--- src/rtl/sram_arb_pkg.sv ---
// Shared width helpers and {mask,addr,data} field offsets for the SRAM arbiter.
package sram_arb_pkg;

    // Data sits in the low bits of each write slice, then address, then mask.
    localparam int FLD_DATA_LO = 0;

    // Ceiling log2; returns 0 for v <= 1.
    function automatic int clog2(input int v);
        int r;
        r = 0;
        for (int i = 0; i < 31; i++) begin
            if ((1 << i) < v) begin
                r = i + 1;
            end
        end
        return r;
    endfunction

    // Ceiling log2 clamped to at least one bit, for index/tag fields.
    function automatic int clog2_min1(input int v);
        int r;
        r = clog2(v);
        return (r < 1) ? 1 : r;
    endfunction

    // Low bit of channel idx inside a flattened bus of width-bit slices.
    function automatic int slice_lo(input int idx, input int width);
        return idx * width;
    endfunction

    function automatic int fld_addr_lo(input int data_w);
        return data_w;
    endfunction

    function automatic int fld_mask_lo(input int data_w, input int addr_w);
        return data_w + addr_w;
    endfunction

endpackage

--- src/rtl/sram_rr_arbiter_if.sv ---
// Client channels and SRAM command/response port of the round-robin arbiter.
interface sram_rr_arbiter_if #(
    parameter int NUM_WR = 2,
    parameter int NUM_RD = 2,
    parameter int ADDR_W = 18,
    parameter int DATA_W = 32
) ();
    localparam int MASK_W = DATA_W / 8;
    localparam int WR_W   = MASK_W + ADDR_W + DATA_W;

    logic [NUM_WR-1:0]        wr_valid;
    logic [NUM_WR-1:0]        wr_ready;
    logic [NUM_WR*WR_W-1:0]   wr_din;
    logic [NUM_RD-1:0]        rd_addr_valid;
    logic [NUM_RD-1:0]        rd_addr_ready;
    logic [NUM_RD*ADDR_W-1:0] rd_addr;
    logic [NUM_RD-1:0]        rd_dout_valid;
    logic [NUM_RD-1:0]        rd_dout_ready;
    logic [NUM_RD*DATA_W-1:0] rd_dout;
    logic                     sram_ready;
    logic                     sram_addr_valid;
    logic [ADDR_W-1:0]        sram_addr;
    logic [DATA_W-1:0]        sram_data_in;
    logic [MASK_W-1:0]        sram_write_mask;
    logic [DATA_W-1:0]        sram_data_out;
    logic                     sram_data_out_valid;
    logic                     rsp_orphan;

    // Arbiter side.
    modport slave (
        input  wr_valid, wr_din, rd_addr_valid, rd_addr, rd_dout_ready,
               sram_ready, sram_data_out, sram_data_out_valid,
        output wr_ready, rd_addr_ready, rd_dout_valid, rd_dout,
               sram_addr_valid, sram_addr, sram_data_in, sram_write_mask, rsp_orphan
    );

    // Clients plus SRAM side.
    modport master (
        output wr_valid, wr_din, rd_addr_valid, rd_addr, rd_dout_ready,
               sram_ready, sram_data_out, sram_data_out_valid,
        input  wr_ready, rd_addr_ready, rd_dout_valid, rd_dout,
               sram_addr_valid, sram_addr, sram_data_in, sram_write_mask, rsp_orphan
    );
endinterface

--- src/rtl/sram_arb_fifo.sv ---
// Synchronous first-word-fall-through FIFO with occupancy count (DEPTH power of 2, >= 2).
module sram_arb_fifo
    import sram_arb_pkg::*;
#(
    parameter int WIDTH = 8,
    parameter int DEPTH = 4
) (
    input  logic                    clk_i,
    input  logic                    rst_i,
    input  logic                    push_i,
    input  logic [WIDTH-1:0]        din_i,
    input  logic                    pop_i,
    output logic [WIDTH-1:0]        dout_o,
    output logic [clog2(DEPTH):0]   count_o
);
    localparam int AW = clog2(DEPTH);
    localparam int CW = AW + 1;

    logic [WIDTH-1:0] mem_q [DEPTH];
    logic [AW-1:0]    wr_ptr_q, wr_ptr_d, rd_ptr_q, rd_ptr_d;
    logic [CW-1:0]    count_q, count_d;
    logic             do_push, do_pop;

    // Full pushes and empty pops are ignored; pointers wrap naturally.
    always_comb begin
        do_push  = push_i && (count_q != CW'(DEPTH));
        do_pop   = pop_i && (count_q != '0);
        wr_ptr_d = wr_ptr_q + AW'(do_push);
        rd_ptr_d = rd_ptr_q + AW'(do_pop);
        count_d  = count_q + CW'(do_push) - CW'(do_pop);
    end

    // Control state; storage is left unreset.
    always_ff @(posedge clk_i) begin
        if (rst_i) begin
            wr_ptr_q <= '0;
            rd_ptr_q <= '0;
            count_q  <= '0;
        end else begin
            wr_ptr_q <= wr_ptr_d;
            rd_ptr_q <= rd_ptr_d;
            count_q  <= count_d;
        end
    end

    // Storage write.
    always_ff @(posedge clk_i) begin
        if (do_push) begin
            mem_q[wr_ptr_q] <= din_i;
        end
    end

    assign dout_o  = mem_q[rd_ptr_q];
    assign count_o = count_q;
endmodule

--- src/rtl/sram_rr_arbiter.sv ---
// Round-robin SRAM front end: NUM_WR write and NUM_RD read channels share one
// command port; in-order read data is steered back through a tag queue into
// per-channel return FIFOs guarded by credit counters.
module sram_rr_arbiter
    import sram_arb_pkg::*;
#(
    parameter int NUM_WR       = 2,
    parameter int NUM_RD       = 2,
    parameter int ADDR_W       = 18,
    parameter int DATA_W       = 32,
    parameter int MAX_INFLIGHT = 4,
    parameter int RET_DEPTH    = 4
) (
    input  logic             sram_clock,
    input  logic             reset,
    sram_rr_arbiter_if.slave bus
);
    localparam int MASK_W = DATA_W / 8;
    localparam int WR_W   = MASK_W + ADDR_W + DATA_W;
    localparam int N      = NUM_WR + NUM_RD;
    localparam int PTR_W  = clog2_min1(N);
    localparam int TAG_W  = clog2_min1(NUM_RD);
    localparam int CNT_W  = clog2(RET_DEPTH) + 1;
    localparam int TQ_CW  = clog2(MAX_INFLIGHT) + 1;

    logic [PTR_W-1:0]  ptr_q, ptr_d;
    logic [N-1:0]      elig, gnt_oh;
    logic              gnt_vld;
    logic [PTR_W-1:0]  gnt_idx;

    logic              cmd_vld_q, cmd_vld_d;
    logic [ADDR_W-1:0] cmd_addr_q, cmd_addr_d;
    logic [DATA_W-1:0] cmd_data_q, cmd_data_d;
    logic [MASK_W-1:0] cmd_mask_q, cmd_mask_d;
    logic              orphan_q, orphan_d;

    logic              tq_push, tq_pop, tq_empty, tq_full;
    logic [TAG_W-1:0]  tq_din, tq_dout;
    logic [TQ_CW-1:0]  tq_count;

    logic [NUM_RD-1:0] ret_push, ret_pop, ret_vld;
    logic [DATA_W-1:0] ret_dout  [NUM_RD];
    logic [CNT_W-1:0]  ret_count [NUM_RD];
    logic [CNT_W-1:0]  inflight_q [NUM_RD];
    logic [CNT_W-1:0]  inflight_d [NUM_RD];
    logic [CNT_W:0]    credit_use [NUM_RD];

    assign tq_empty = (tq_count == '0);
    assign tq_full  = (tq_count == TQ_CW'(MAX_INFLIGHT));

    // Eligibility: reads need a free tag and a guaranteed return-FIFO slot.
    always_comb begin
        elig = '0;
        for (int i = 0; i < NUM_WR; i++) begin
            elig[i] = bus.wr_valid[i];
        end
        for (int j = 0; j < NUM_RD; j++) begin
            credit_use[j] = {1'b0, inflight_q[j]} + {1'b0, ret_count[j]};
            elig[NUM_WR+j] = bus.rd_addr_valid[j] && !tq_full &&
                             (credit_use[j] < (CNT_W+1)'(RET_DEPTH));
        end
    end

    // Grant the first eligible requester at or after ptr, cyclically.
    always_comb begin
        gnt_vld = 1'b0;
        gnt_idx = '0;
        gnt_oh  = '0;
        if (bus.sram_ready) begin
            for (int off = 0; off < N; off++) begin
                for (int i = 0; i < N; i++) begin
                    if (!gnt_vld && elig[i] &&
                        ((int'(ptr_q) + off == i) || (int'(ptr_q) + off == i + N))) begin
                        gnt_vld   = 1'b1;
                        gnt_idx   = PTR_W'(i);
                        gnt_oh[i] = 1'b1;
                    end
                end
            end
        end
        ptr_d = ptr_q;
        if (gnt_vld) begin
            ptr_d = (int'(gnt_idx) == N - 1) ? '0 : gnt_idx + PTR_W'(1);
        end
    end

    assign bus.wr_ready      = gnt_oh[NUM_WR-1:0];
    assign bus.rd_addr_ready = gnt_oh[N-1:NUM_WR];

    // Next command from the winner; fields hold when nothing is granted.
    always_comb begin
        cmd_vld_d  = gnt_vld;
        cmd_addr_d = cmd_addr_q;
        cmd_data_d = cmd_data_q;
        cmd_mask_d = cmd_mask_q;
        tq_push    = 1'b0;
        tq_din     = '0;
        for (int i = 0; i < NUM_WR; i++) begin
            if (gnt_oh[i]) begin
                cmd_data_d = bus.wr_din[slice_lo(i, WR_W) + FLD_DATA_LO +: DATA_W];
                cmd_addr_d = bus.wr_din[slice_lo(i, WR_W) + fld_addr_lo(DATA_W) +: ADDR_W];
                cmd_mask_d = bus.wr_din[slice_lo(i, WR_W) + fld_mask_lo(DATA_W, ADDR_W) +: MASK_W];
            end
        end
        for (int j = 0; j < NUM_RD; j++) begin
            if (gnt_oh[NUM_WR+j]) begin
                cmd_addr_d = bus.rd_addr[slice_lo(j, ADDR_W) +: ADDR_W];
                cmd_data_d = '0;
                cmd_mask_d = '0;
                tq_push    = 1'b1;
                tq_din     = TAG_W'(j);
            end
        end
    end

    // Response steering and credit bookkeeping; issue and return may coincide.
    always_comb begin
        tq_pop   = bus.sram_data_out_valid && !tq_empty;
        orphan_d = orphan_q || (bus.sram_data_out_valid && tq_empty);
        for (int j = 0; j < NUM_RD; j++) begin
            ret_push[j]   = tq_pop && (tq_dout == TAG_W'(j));
            ret_vld[j]    = (ret_count[j] != '0);
            ret_pop[j]    = ret_vld[j] && bus.rd_dout_ready[j];
            inflight_d[j] = inflight_q[j];
            if ((tq_push && tq_din == TAG_W'(j)) && !ret_push[j]) begin
                inflight_d[j] = inflight_q[j] + CNT_W'(1);
            end else if (ret_push[j] && !(tq_push && tq_din == TAG_W'(j))) begin
                inflight_d[j] = inflight_q[j] - CNT_W'(1);
            end
        end
    end

    // Return-path outputs.
    always_comb begin
        bus.rd_dout_valid = ret_vld;
        bus.rd_dout       = '0;
        for (int j = 0; j < NUM_RD; j++) begin
            bus.rd_dout[slice_lo(j, DATA_W) +: DATA_W] = ret_dout[j];
        end
    end

    // Pointer, command register, orphan flag and in-flight counters.
    always_ff @(posedge sram_clock) begin
        if (reset) begin
            ptr_q      <= '0;
            cmd_vld_q  <= 1'b0;
            cmd_addr_q <= '0;
            cmd_data_q <= '0;
            cmd_mask_q <= '0;
            orphan_q   <= 1'b0;
            for (int j = 0; j < NUM_RD; j++) begin
                inflight_q[j] <= '0;
            end
        end else begin
            ptr_q      <= ptr_d;
            cmd_vld_q  <= cmd_vld_d;
            cmd_addr_q <= cmd_addr_d;
            cmd_data_q <= cmd_data_d;
            cmd_mask_q <= cmd_mask_d;
            orphan_q   <= orphan_d;
            for (int j = 0; j < NUM_RD; j++) begin
                inflight_q[j] <= inflight_d[j];
            end
        end
    end

    assign bus.sram_addr_valid = cmd_vld_q;
    assign bus.sram_addr       = cmd_addr_q;
    assign bus.sram_data_in    = cmd_data_q;
    assign bus.sram_write_mask = cmd_mask_q;
    assign bus.rsp_orphan      = orphan_q;

    sram_arb_fifo #(.WIDTH(TAG_W), .DEPTH(MAX_INFLIGHT)) u_tag_q (
        .clk_i  (sram_clock),
        .rst_i  (reset),
        .push_i (tq_push),
        .din_i  (tq_din),
        .pop_i  (tq_pop),
        .dout_o (tq_dout),
        .count_o(tq_count)
    );

    for (genvar g = 0; g < NUM_RD; g++) begin : g_ret
        sram_arb_fifo #(.WIDTH(DATA_W), .DEPTH(RET_DEPTH)) u_ret_q (
            .clk_i  (sram_clock),
            .rst_i  (reset),
            .push_i (ret_push[g]),
            .din_i  (bus.sram_data_out),
            .pop_i  (ret_pop[g]),
            .dout_o (ret_dout[g]),
            .count_o(ret_count[g])
        );
    end
endmodule
--- src/flat_wrapper.sv ---
// flat-port wrapper written by rule: the top's interface ports become plain ports
module sram_rr_arbiter_flat import sram_arb_pkg::*;
#(
    parameter int NUM_WR       = 2,
    parameter int NUM_RD       = 2,
    parameter int ADDR_W       = 18,
    parameter int DATA_W       = 32,
    parameter int MAX_INFLIGHT = 4,
    parameter int RET_DEPTH    = 4
)
  (sram_clock, reset, bus_wr_valid, bus_wr_din, bus_rd_addr_valid, bus_rd_addr, bus_rd_dout_ready, bus_sram_ready, bus_sram_data_out, bus_sram_data_out_valid, bus_wr_ready, bus_rd_addr_ready, bus_rd_dout_valid, bus_rd_dout, bus_sram_addr_valid, bus_sram_addr, bus_sram_data_in, bus_sram_write_mask, bus_rsp_orphan);
  sram_rr_arbiter_if #(.NUM_WR(NUM_WR), .NUM_RD(NUM_RD), .ADDR_W(ADDR_W), .DATA_W(DATA_W)) bus_i ();
  input  logic sram_clock;
  input  logic reset;
  input wire logic [$bits(bus_i.wr_valid)-1:0] bus_wr_valid;
  input wire logic [$bits(bus_i.wr_din)-1:0] bus_wr_din;
  input wire logic [$bits(bus_i.rd_addr_valid)-1:0] bus_rd_addr_valid;
  input wire logic [$bits(bus_i.rd_addr)-1:0] bus_rd_addr;
  input wire logic [$bits(bus_i.rd_dout_ready)-1:0] bus_rd_dout_ready;
  input wire logic [$bits(bus_i.sram_ready)-1:0] bus_sram_ready;
  input wire logic [$bits(bus_i.sram_data_out)-1:0] bus_sram_data_out;
  input wire logic [$bits(bus_i.sram_data_out_valid)-1:0] bus_sram_data_out_valid;
  output wire logic [$bits(bus_i.wr_ready)-1:0] bus_wr_ready;
  output wire logic [$bits(bus_i.rd_addr_ready)-1:0] bus_rd_addr_ready;
  output wire logic [$bits(bus_i.rd_dout_valid)-1:0] bus_rd_dout_valid;
  output wire logic [$bits(bus_i.rd_dout)-1:0] bus_rd_dout;
  output wire logic [$bits(bus_i.sram_addr_valid)-1:0] bus_sram_addr_valid;
  output wire logic [$bits(bus_i.sram_addr)-1:0] bus_sram_addr;
  output wire logic [$bits(bus_i.sram_data_in)-1:0] bus_sram_data_in;
  output wire logic [$bits(bus_i.sram_write_mask)-1:0] bus_sram_write_mask;
  output wire logic [$bits(bus_i.rsp_orphan)-1:0] bus_rsp_orphan;
  assign bus_i.wr_valid = bus_wr_valid;
  assign bus_i.wr_din = bus_wr_din;
  assign bus_i.rd_addr_valid = bus_rd_addr_valid;
  assign bus_i.rd_addr = bus_rd_addr;
  assign bus_i.rd_dout_ready = bus_rd_dout_ready;
  assign bus_i.sram_ready = bus_sram_ready;
  assign bus_i.sram_data_out = bus_sram_data_out;
  assign bus_i.sram_data_out_valid = bus_sram_data_out_valid;
  assign bus_wr_ready = bus_i.wr_ready;
  assign bus_rd_addr_ready = bus_i.rd_addr_ready;
  assign bus_rd_dout_valid = bus_i.rd_dout_valid;
  assign bus_rd_dout = bus_i.rd_dout;
  assign bus_sram_addr_valid = bus_i.sram_addr_valid;
  assign bus_sram_addr = bus_i.sram_addr;
  assign bus_sram_data_in = bus_i.sram_data_in;
  assign bus_sram_write_mask = bus_i.sram_write_mask;
  assign bus_rsp_orphan = bus_i.rsp_orphan;
  sram_rr_arbiter #(.NUM_WR(NUM_WR), .NUM_RD(NUM_RD), .ADDR_W(ADDR_W), .DATA_W(DATA_W), .MAX_INFLIGHT(MAX_INFLIGHT), .RET_DEPTH(RET_DEPTH)) u_core (.sram_clock(sram_clock), .reset(reset), .bus(bus_i));
endmodule
--- config.mk ---
export PLATFORM = sky130hd
export DESIGN_NAME = sram_rr_arbiter_flat
export DESIGN_NICKNAME = d
export VERILOG_FILES = /design/src/rtl/sram_arb_pkg.sv /design/src/rtl/sram_rr_arbiter_if.sv /design/src/rtl/sram_arb_fifo.sv /design/src/rtl/sram_rr_arbiter.sv /design/src/flat_wrapper.sv
export SDC_FILE = /design/constraint.sdc
export NUM_CORES = 1
export LEC_CHECK = 0
export BUFFER_PORTS_ARGS = -buffer_cell sky130_fd_sc_hd__buf_2
export CAP_MARGIN = 20
export CORE_ASPECT_RATIO = 0.9
export CORE_MARGIN = 10
export CORE_UTILIZATION = 26
export CTS_CLUSTER_SIZE = 24
export DETAILED_ROUTE_END_ITERATION = 10
export PLACE_DENSITY = 0.57
export SLEW_MARGIN = 20
export SYNTH_ARGS = -nofsm -noshare
export SYNTH_HDL_FRONTEND = slang
export SYNTH_HIERARCHICAL = 1
export SYNTH_SLANG_ARGS = --single-unit
--- constraint.sdc ---
create_clock -name sram_clock -period 4 [get_ports sram_clock]
set_clock_uncertainty 0.15 [all_clocks]
set_input_delay 0.6 -clock sram_clock [delete_from_list [all_inputs] [get_ports sram_clock]]
set_output_delay 0.6 -clock sram_clock [all_outputs]
set_load 0.01 [all_outputs]
# After elaboration in Yosys (flattened, before gate mapping)
# Memories as Yosys holds them, arrays and structs flattened. A register that Yosys moved wholly into a read port is not among the register bits.
# Index checks and enable logic that the tools add are counted.
totals:
  ramBits: 266
  ff_bits: 79
  mem_bits_ro: 0
  latch_bits: 0
  in_bits: 186
  n_memories: 4
classes:
  div_mod_pow: 0
  reduce_logical: 98
  mul: 0
  n_addsub: 22
  n_bitwise: 4
  shift: 0
  magnitude_cmp: 2
  n_mux: 94
  eq_ne: 29
mem_list:
  columns: ["memory", "words", "word_bits", "read_ports", "rd_ports_with_merged_regs", "wr", "line", "text"]
  rows:
  - ["u_core.g_ret[0].u_ret_q.mem_q", 4, 32, 1, 1, 1, "sram_arb_fifo.sv:19", "logic [WIDTH-1:0] mem_q [DEPTH];"]
  - ["u_core.g_ret[1].u_ret_q.mem_q", 4, 32, 1, 1, 1, "sram_arb_fifo.sv:19", null]
  - ["u_core.inflight_q", 2, 3, 2, 0, 2, "sram_rr_arbiter.sv:44", "logic [CNT_W-1:0] inflight_q [NUM_RD];"]
  - ["u_core.u_tag_q.mem_q", 4, 1, 1, 1, 1, "sram_arb_fifo.sv:19", null]
op_table:
  columns: ["operator", "n"]
  rows:
  - ["== test 32 x 4 -> 1 bit (second input constant)", 12]
  - ["== test 32 x 3 -> 1 bit (second input constant)", 6]
  - ["logical NOT 32 bit", 4]
  - ["== test 32 x 2 -> 1 bit (second input constant)", 3]
  - ["two-way mux 18 bit", 4]
  - ["two-way mux 32 bit", 2]
  - ["two-way mux 1 bit", 60]
  - ["logical AND 1 bit", 53]
  - ["two-way mux 2 bit", 19]
  - ["logical NOT 1 bit", 21]
  - ["two-way mux 3 bit", 6]
  - ["logical OR 1 bit", 13]
  - ["adder 2 x 1 -> 2 bit", 6]
  - ["two-way mux 4 bit", 3]
  - ["adder 3 x 1 -> 3 bit", 3]
  - ["!= test 3 bit (second input constant)", 3]
  - ["nonzero test 3 bit", 3]
  - ["subtractor 3 x 1 -> 3 bit", 3]
  - ["adder 3 x 3 -> 4 bit", 2]
  - ["< comparator 4 x 3 -> 1 bit (second input constant)", 2]
  - ["adder 2 x 2 -> 3 bit (second input constant)", 2]
  - ["adder 3 x 1 -> 3 bit (second input constant)", 2]
  - ["subtractor 3 x 1 -> 3 bit (second input constant)", 2]
  - ["== test 2 x 1 -> 1 bit (second input constant)", 2]
  - ["10 further kinds", 13]

# Longest topological paths before layout
depth:
  ltp_word: 87
  depth_mapped: 16

# Modules after synthesis
# The synthesis kept the hierarchy.
by_module_without_submodules:
  columns: ["mod", "cells_each", "area_each_um2", "n_inst"]
  rows:
  - ["sram_arb_fifo (u_core.g_ret[0].u_ret_q ...)", 202, 5013.6, 2]
  - ["sram_rr_arbiter", 388, 3624.7, 1]
  - ["sram_arb_fifo (u_core.u_tag_q)", 39, 500.5, 1]

# Worst setup path before layout
# OpenSTA, ideal clock, no wires.
synth_path:
  path_type: "register to register"
  from: "register u_core/u_tag_q/rd_ptr_q[0] (netlist name)"
  to: "memory u_core/g_ret[0].u_ret_q/mem_q[1][0] (netlist name), enable pin"
  arrival_ps: 3648
  required_time_ps: 3382
  path_slack_ps: -266
  synth_period_minus_slack_ps: 4266
  path_stages_with_launch: 6
  path_cell_list: "dfxtp_1 > mux4_2 > nand2b_1 > inv_1 > o31ai_4 > nor3b_1"
synth_rtl:
  columns: ["item", "line"]
  rows:
  - ["end: declaration", "sram_arb_fifo.sv:19"]

# Worst setup path in the final report
layout_path:
  from: "register u_core.g_ret[1].u_ret_q.count_q[2]"
  to: "output bus_rd_addr_ready[1]"
layout_between:
  elab_chain_cells: 67
layout_rtl:
  columns: ["item", "line", "text"]
  rows:
  - ["start: declaration", "sram_arb_fifo.sv:21", "logic [CW-1:0] count_q, count_d;"]
  - ["start signal: assignment", "sram_arb_fifo.sv:42", "count_q <= count_d;"]
  - ["adder 3 x 3 -> 4 bit *", "sram_rr_arbiter.sv:58", "credit_use[j] = {1'b0, inflight_q[j]} + {1'b0, ret_count[j]};"]
  - ["< comparator 4 x 3 -> 1 bit *", "sram_rr_arbiter.sv:60", "(credit_use[j] < (CNT_W+1)'(RET_DEPTH));"]
  - ["logical AND 1 bit *", "sram_rr_arbiter.sv:59", "elig[NUM_WR+j] = bus.rd_addr_valid[j] && !tq_full &&"]
  - ["logical AND 1 bit (2 in a row)", "sram_rr_arbiter.sv:72", "if (!gnt_vld && elig[i] &&"]
  - ["two-way mux 1 bit", "sram_rr_arbiter.sv:72", null]
  - ["two-way mux 1 bit", "sram_rr_arbiter.sv:69", "if (bus.sram_ready) begin"]
  - ["logical NOT 1 bit", "sram_rr_arbiter.sv:72", null]
  - ["logical AND 1 bit (2 in a row)", "sram_rr_arbiter.sv:72", null]
  - ["[... 47 more ...]", null, null]
  - ["logical NOT 1 bit", "sram_rr_arbiter.sv:72", null]
  - ["logical AND 1 bit (2 in a row)", "sram_rr_arbiter.sv:72", null]
  - ["two-way mux 1 bit", "sram_rr_arbiter.sv:72", null]
  - ["two-way mux 1 bit", "sram_rr_arbiter.sv:69", null]
  - ["logical NOT 1 bit", "sram_rr_arbiter.sv:72", null]
  - ["logical AND 1 bit (2 in a row)", "sram_rr_arbiter.sv:72", null]
  - ["two-way mux 1 bit *", "sram_rr_arbiter.sv:72", null]
  - ["two-way mux 4 bit *", "sram_rr_arbiter.sv:69", null]
  - ["end: declaration", "flat_wrapper.sv:24", "output wire logic [$bits(bus_i.rd_addr_ready)-1:0] bus_rd_addr_ready;"]
# Every way passes the cells marked *; elsewhere a longest branch is shown, timed or not. The select of a mux whose other input is x is not followed.

==> run_summary.xml <==
<?xml version="1.0" encoding="UTF-8"?>
<metrics>
  <group name="status">
    <metric name="run_status" unit="">finished, final reports clean</metric>
  </group>
  <group name="synth">
    <metric name="syn-num-nets" unit="">1034</metric>
    <metric name="synth_cell_types" unit="">61</metric>
    <metric name="post_synthesis_sequential_area_ratio" unit="%">67.2</metric>
    <metric name="post_synth.cell_area_avg" unit="sq um">17.0</metric>
    <metric name="synthesis.area" unit="sq um">14200</metric>
    <metric name="synth_top_cell_by_area" unit="">edfxtp_1</metric>
    <metric name="synth_top_area_share" unit="%">55.2</metric>
    <metric name="synthesis.yosys.warnings" unit="">6</metric>
    <metric name="asyncSetResetFlopFracSynth" unit="%">0</metric>
    <metric name="synthesis.instances" unit="">831</metric>
    <metric name="synthFlopType" unit="">edfxtp_1</metric>
    <metric name="synth.area.top_cells" unit="">edfxtp_1 55%, dfxtp_1 12%, mux4_2 10%, a21oi_1 2.0%, o22ai_1 1.5%</metric>
    <metric name="number_of_synthesized_flops_with_an_enable_pin" unit="">260</metric>
    <metric name="count_of_state_elements_after_synthesis" unit="">345</metric>
  </group>
  <group name="grt">
    <metric name="first_global_vias" unit="">9318</metric>
    <metric name="grt_pass1_wl" unit="mm">57.8</metric>
    <metric name="grt_max_degree" unit="">57</metric>
    <metric name="groute.usage.overall" unit="%">11.7</metric>
    <metric name="globalRoute.totalOverflow" unit="">0</metric>
    <metric name="grt_antenna_before_repair" unit="">2</metric>
  </group>
  <group name="floorplanning">
    <metric name="die_height" unit="um">241</metric>
    <metric name="io_pins" unit="">312</metric>
    <metric name="die_width" unit="um">266</metric>
    <metric name="num_rows" unit="">81</metric>
    <metric name="fp.dieArea" unit="sq um">64200</metric>
    <metric name="core-area" unit="sq um">54100</metric>
    <metric name="start_util" unit="%">26.2</metric>
  </group>
  <group name="detailed_routing">
    <metric name="route.antenna.remaining_nets" unit="">0</metric>
    <metric name="first_pass_iters" unit="">4</metric>
    <metric name="num_vias" unit="">8765</metric>
    <metric name="drt_first_iter_violations" unit="">591</metric>
    <metric name="wl_met2" unit="mm">18.5</metric>
    <metric name="wirelength_met1" unit="mm">16.3</metric>
    <metric name="route.met3.wl" unit="mm">2.72</metric>
    <metric name="routedWlPerCell" unit="um">20.3</metric>
    <metric name="remaining_drc_errors" unit="">0</metric>
    <metric name="detail_route.vias_per_cell" unit="">4.65</metric>
    <metric name="route.top_layer_used" unit="">met5</metric>
    <metric name="detail_route.wirelength" unit="mm">38.3</metric>
  </group>
  <group name="setup_path">
    <metric name="timing.critical_path.required" unit="ns">3.25</metric>
    <metric name="maximum_fanout_encountered_on_the_critical_timing_path" unit="">25</metric>
    <metric name="endpoint_kind" unit="">output pin</metric>
    <metric name="crit_end" unit="">bus_rd_addr_ready[1]</metric>
    <metric name="timing.rr.end" unit="">u_core/u_tag_q/count_o[2]</metric>
    <metric name="cp-start-kind" unit="">flip-flop</metric>
    <metric name="ff2ff_path_depth" unit="">15</metric>
    <metric name="critPathArrivalTime" unit="ns">2.88</metric>
    <metric name="timing_worst_setup_path_type" unit="">reg -&gt; out</metric>
    <metric name="timing.critical_path.slowest_cell_delay" unit="ns">0.44</metric>
    <metric name="crit_path_buffers_inverters" unit="">3</metric>
    <metric name="worstPathCellList" unit="">ha_1, nor4b_4, and3_4, o2111ai_4, inv_4, buf_4, buf_2</metric>
    <metric name="cp-startpoint" unit="">u_core/g_ret[1].u_ret_q/count_o[2]</metric>
    <metric name="crit_slowest_cell" unit="">dfxtp_1</metric>
    <metric name="timing.rr.start" unit="">u_core/g_ret[0].u_ret_q/count_o[2]</metric>
    <metric name="timing.critical_path.max_delay_family" unit="">simple AND/OR/NAND/NOR gates</metric>
    <metric name="r2r_setup_slack" unit="ns">0.52</metric>
    <metric name="path_depth" unit="">7</metric>
  </group>
  <group name="timing">
    <metric name="setup_viol_count_final" unit="">0</metric>
    <metric name="grt_setup_unrepaired" unit="">false</metric>
    <metric name="finalHoldViolations" unit="">0</metric>
    <metric name="final.setup.tns" unit="ns">0</metric>
    <metric name="final_max_slew_viol_count" unit="">0</metric>
    <metric name="clock.fmax" unit="MHz">275</metric>
    <metric name="worst-slew-pin-transition" unit="ns">0.948</metric>
    <metric name="final.hold.worst_slack" unit="ns">0.147</metric>
    <metric name="worst_relative_slew_slack" unit="%">36.7</metric>
    <metric name="timing.final.crit_period" unit="ns">3.63</metric>
    <metric name="final_min_period_over_clock_period" unit="%">90.8</metric>
  </group>
  <group name="cts">
    <metric name="cts_tree" unit="">done</metric>
    <metric name="clockBufferDepth" unit="">3</metric>
    <metric name="ctsResizeCount" unit="">0</metric>
    <metric name="cts_post_setup_buffers_inserted" unit="">0</metric>
    <metric name="postCtsHoldBufs" unit="">0</metric>
    <metric name="clkTransAtPathRegs" unit="ns">0.06</metric>
    <metric name="cts_buffers" unit="">38</metric>
    <metric name="clk-insertion-delay-late" unit="ns">0.55</metric>
    <metric name="clock_root_cell" unit="">clkbuf_16</metric>
    <metric name="clock_sink_count" unit="">345</metric>
    <metric name="htree_levels" unit="">2</metric>
  </group>
  <group name="layout">
    <metric name="nFillCells" unit="">5355</metric>
    <metric name="final_nets" unit="">1354</metric>
    <metric name="multi_input_area" unit="sq um">4210</metric>
    <metric name="drive_above_1_share" unit="%">43.6</metric>
    <metric name="seq_area" unit="sq um">9520</metric>
    <metric name="most-common-layout-cells" unit="">311 x buf_2, 260 x edfxtp_1, 81 x dfxtp_1</metric>
    <metric name="final_common_cell" unit="">buf_2</metric>
    <metric name="areaGrowthSynthToFinish" unit="%">24.8</metric>
  </group>
  <group name="flow_run">
    <metric name="max_cap_viol_count" unit="">0</metric>
  </group>
  <group name="placed_design">
    <metric name="gp_congestion" unit="">0.875</metric>
    <metric name="port_buffers" unit="">311</metric>
    <metric name="dpl.hpwl" unit="mm">25.7</metric>
  </group>
  <group name="pwr">
    <metric name="powerDensity" unit="nW/um^2">542</metric>
    <metric name="cellLeakagePower" unit="nW">6.34</metric>
    <metric name="design_power_total" unit="mW">9.57</metric>
    <metric name="ir_worst_vdd" unit="mV">0.242</metric>
  </group>
  <group name="worst_hold_path">
    <metric name="min-delay-path-class" unit="">in -&gt; reg</metric>
  </group>
</metrics>
==> flip-flops by register name (all words and copies together) (netlist names) <==
register	flops
u_core/bus.rsp_orphan	1
u_core/bus.sram_addr	18
u_core/bus.sram_addr_valid	1
u_core/bus.sram_data_in	32
u_core/bus.sram_write_mask	4
u_core/g_ret.u_ret_q/count_o	6
u_core/g_ret.u_ret_q/mem_q	256
u_core/g_ret.u_ret_q/rd_ptr_q	4
u_core/g_ret.u_ret_q/wr_ptr_q	4
u_core/inflight_q	6
u_core/ptr_q	2
u_core/u_tag_q/count_o	3
u_core/u_tag_q/mem_q	4
u_core/u_tag_q/rd_ptr_q	2
u_core/u_tag_q/wr_ptr_q	2
==> per-stage QoR <==
step                utilization, %  instances  instance area (sq um)  setup slack, ns
floorplan                        -        831                  14200           0.0401
global placement              30.4       1816                  16400            0.558
detailed placement            30.4       1816                  16400            0.503
CTS                           32.6       1881                  17600            0.321
global route                  32.6       1882                  17700            0.185
finish                        32.6       1884                  17700            0.369
==> per-layer routing <==
metal | GRT usage, % | vias up
li1 | - | 3992
met1 | 14.7 | 4405
met2 | 19.1 | 315
met3 | 3.42 | 51
met4 | 3.53 | 2
met5 | 0 | -
==> cells in the mapped netlist, types with 8 or more instances <==
master	count
inv_1	11
a21oi_1	57
edfxtp_1	260
buf_2	16
a211oi_2	9
o21ai_1	34
nor2b_1	13
o221ai_1	18
buf_6	12
inv_2	8
a211oi_1	9
nor2_1	25
a221oi_1	9
o22ai_1	35
a221oi_2	9
dfxtp_1	85
xor2_1	10
mux4_2	65
clkbuf_1	13
ha_1	12
xnor2_1	12
==> cell families after synthesis <==
family | synth area share [%]
simple gates | 4.28
compound gates | 11.3
buf+inv | 3.58
flops | 67.2
xor+xnor | 1.36
mux | 10.5
fa+ha+maj | 1.77
==> worst reg2reg max path, stage by stage (launching register included) <==
cell	delay (ns)
dfxtp_1	0.46
ha_1	0.30
nor4b_4	0.36
nand3_2	0.26
o2111ai_4	0.34
inv_4	0.08
nor2_8	0.09
inv_2	0.05
o31ai_4	0.08
inv_2	0.09
xnor2_1	0.14
ha_1	0.20
fa_1	0.38
xnor2_1	0.19
xnor2_1	0.14
nor2_1	0.05
==> cell type report <==
type | instances | share of cell area [%]
flip-flops and latches | 345 | 53.9
multi-input cells | 412 | 23.9
repair buffers | 334 | 9.86
clock buffers | 48 | 5.74
well taps | 705 | 5.00
clock inverters | 17 | 1.16
inverters | 20 | 0.439
diodes | 3 | 0.0425
==> worst min-delay path by stage <==
stage / from / to / cells after the start
final: bus_sram_data_out_valid / u_core/bus.rsp_orphan / 3
after global routing: bus_sram_data_out[20] / u_core/g_ret[1].u_ret_q/mem_q[3][20] / 1
after CTS: bus_sram_data_out_valid / u_core/bus.rsp_orphan / 3
after detailed placement: u_core/bus.rsp_orphan / u_core/bus.rsp_orphan / 2
after global placement: u_core/bus.rsp_orphan / u_core/bus.rsp_orphan / 2
after floorplan: u_core/inflight_q[0][2] / u_core/inflight_q[0][2] / 2
==> report_power, final <==
| group | leakage (nW) | total [mW] | internal, mW | switching (mW) |
|---|---|---|---|---|
| clock network | 0.592 | 3.43 | 2.01 | 1.42 |
| logic | 2.71 | 1.78 | 0.742 | 1.04 |
| registers | 3.04 | 4.35 | 4.17 | 0.185 |
Power figures use the tool's default switching activity.
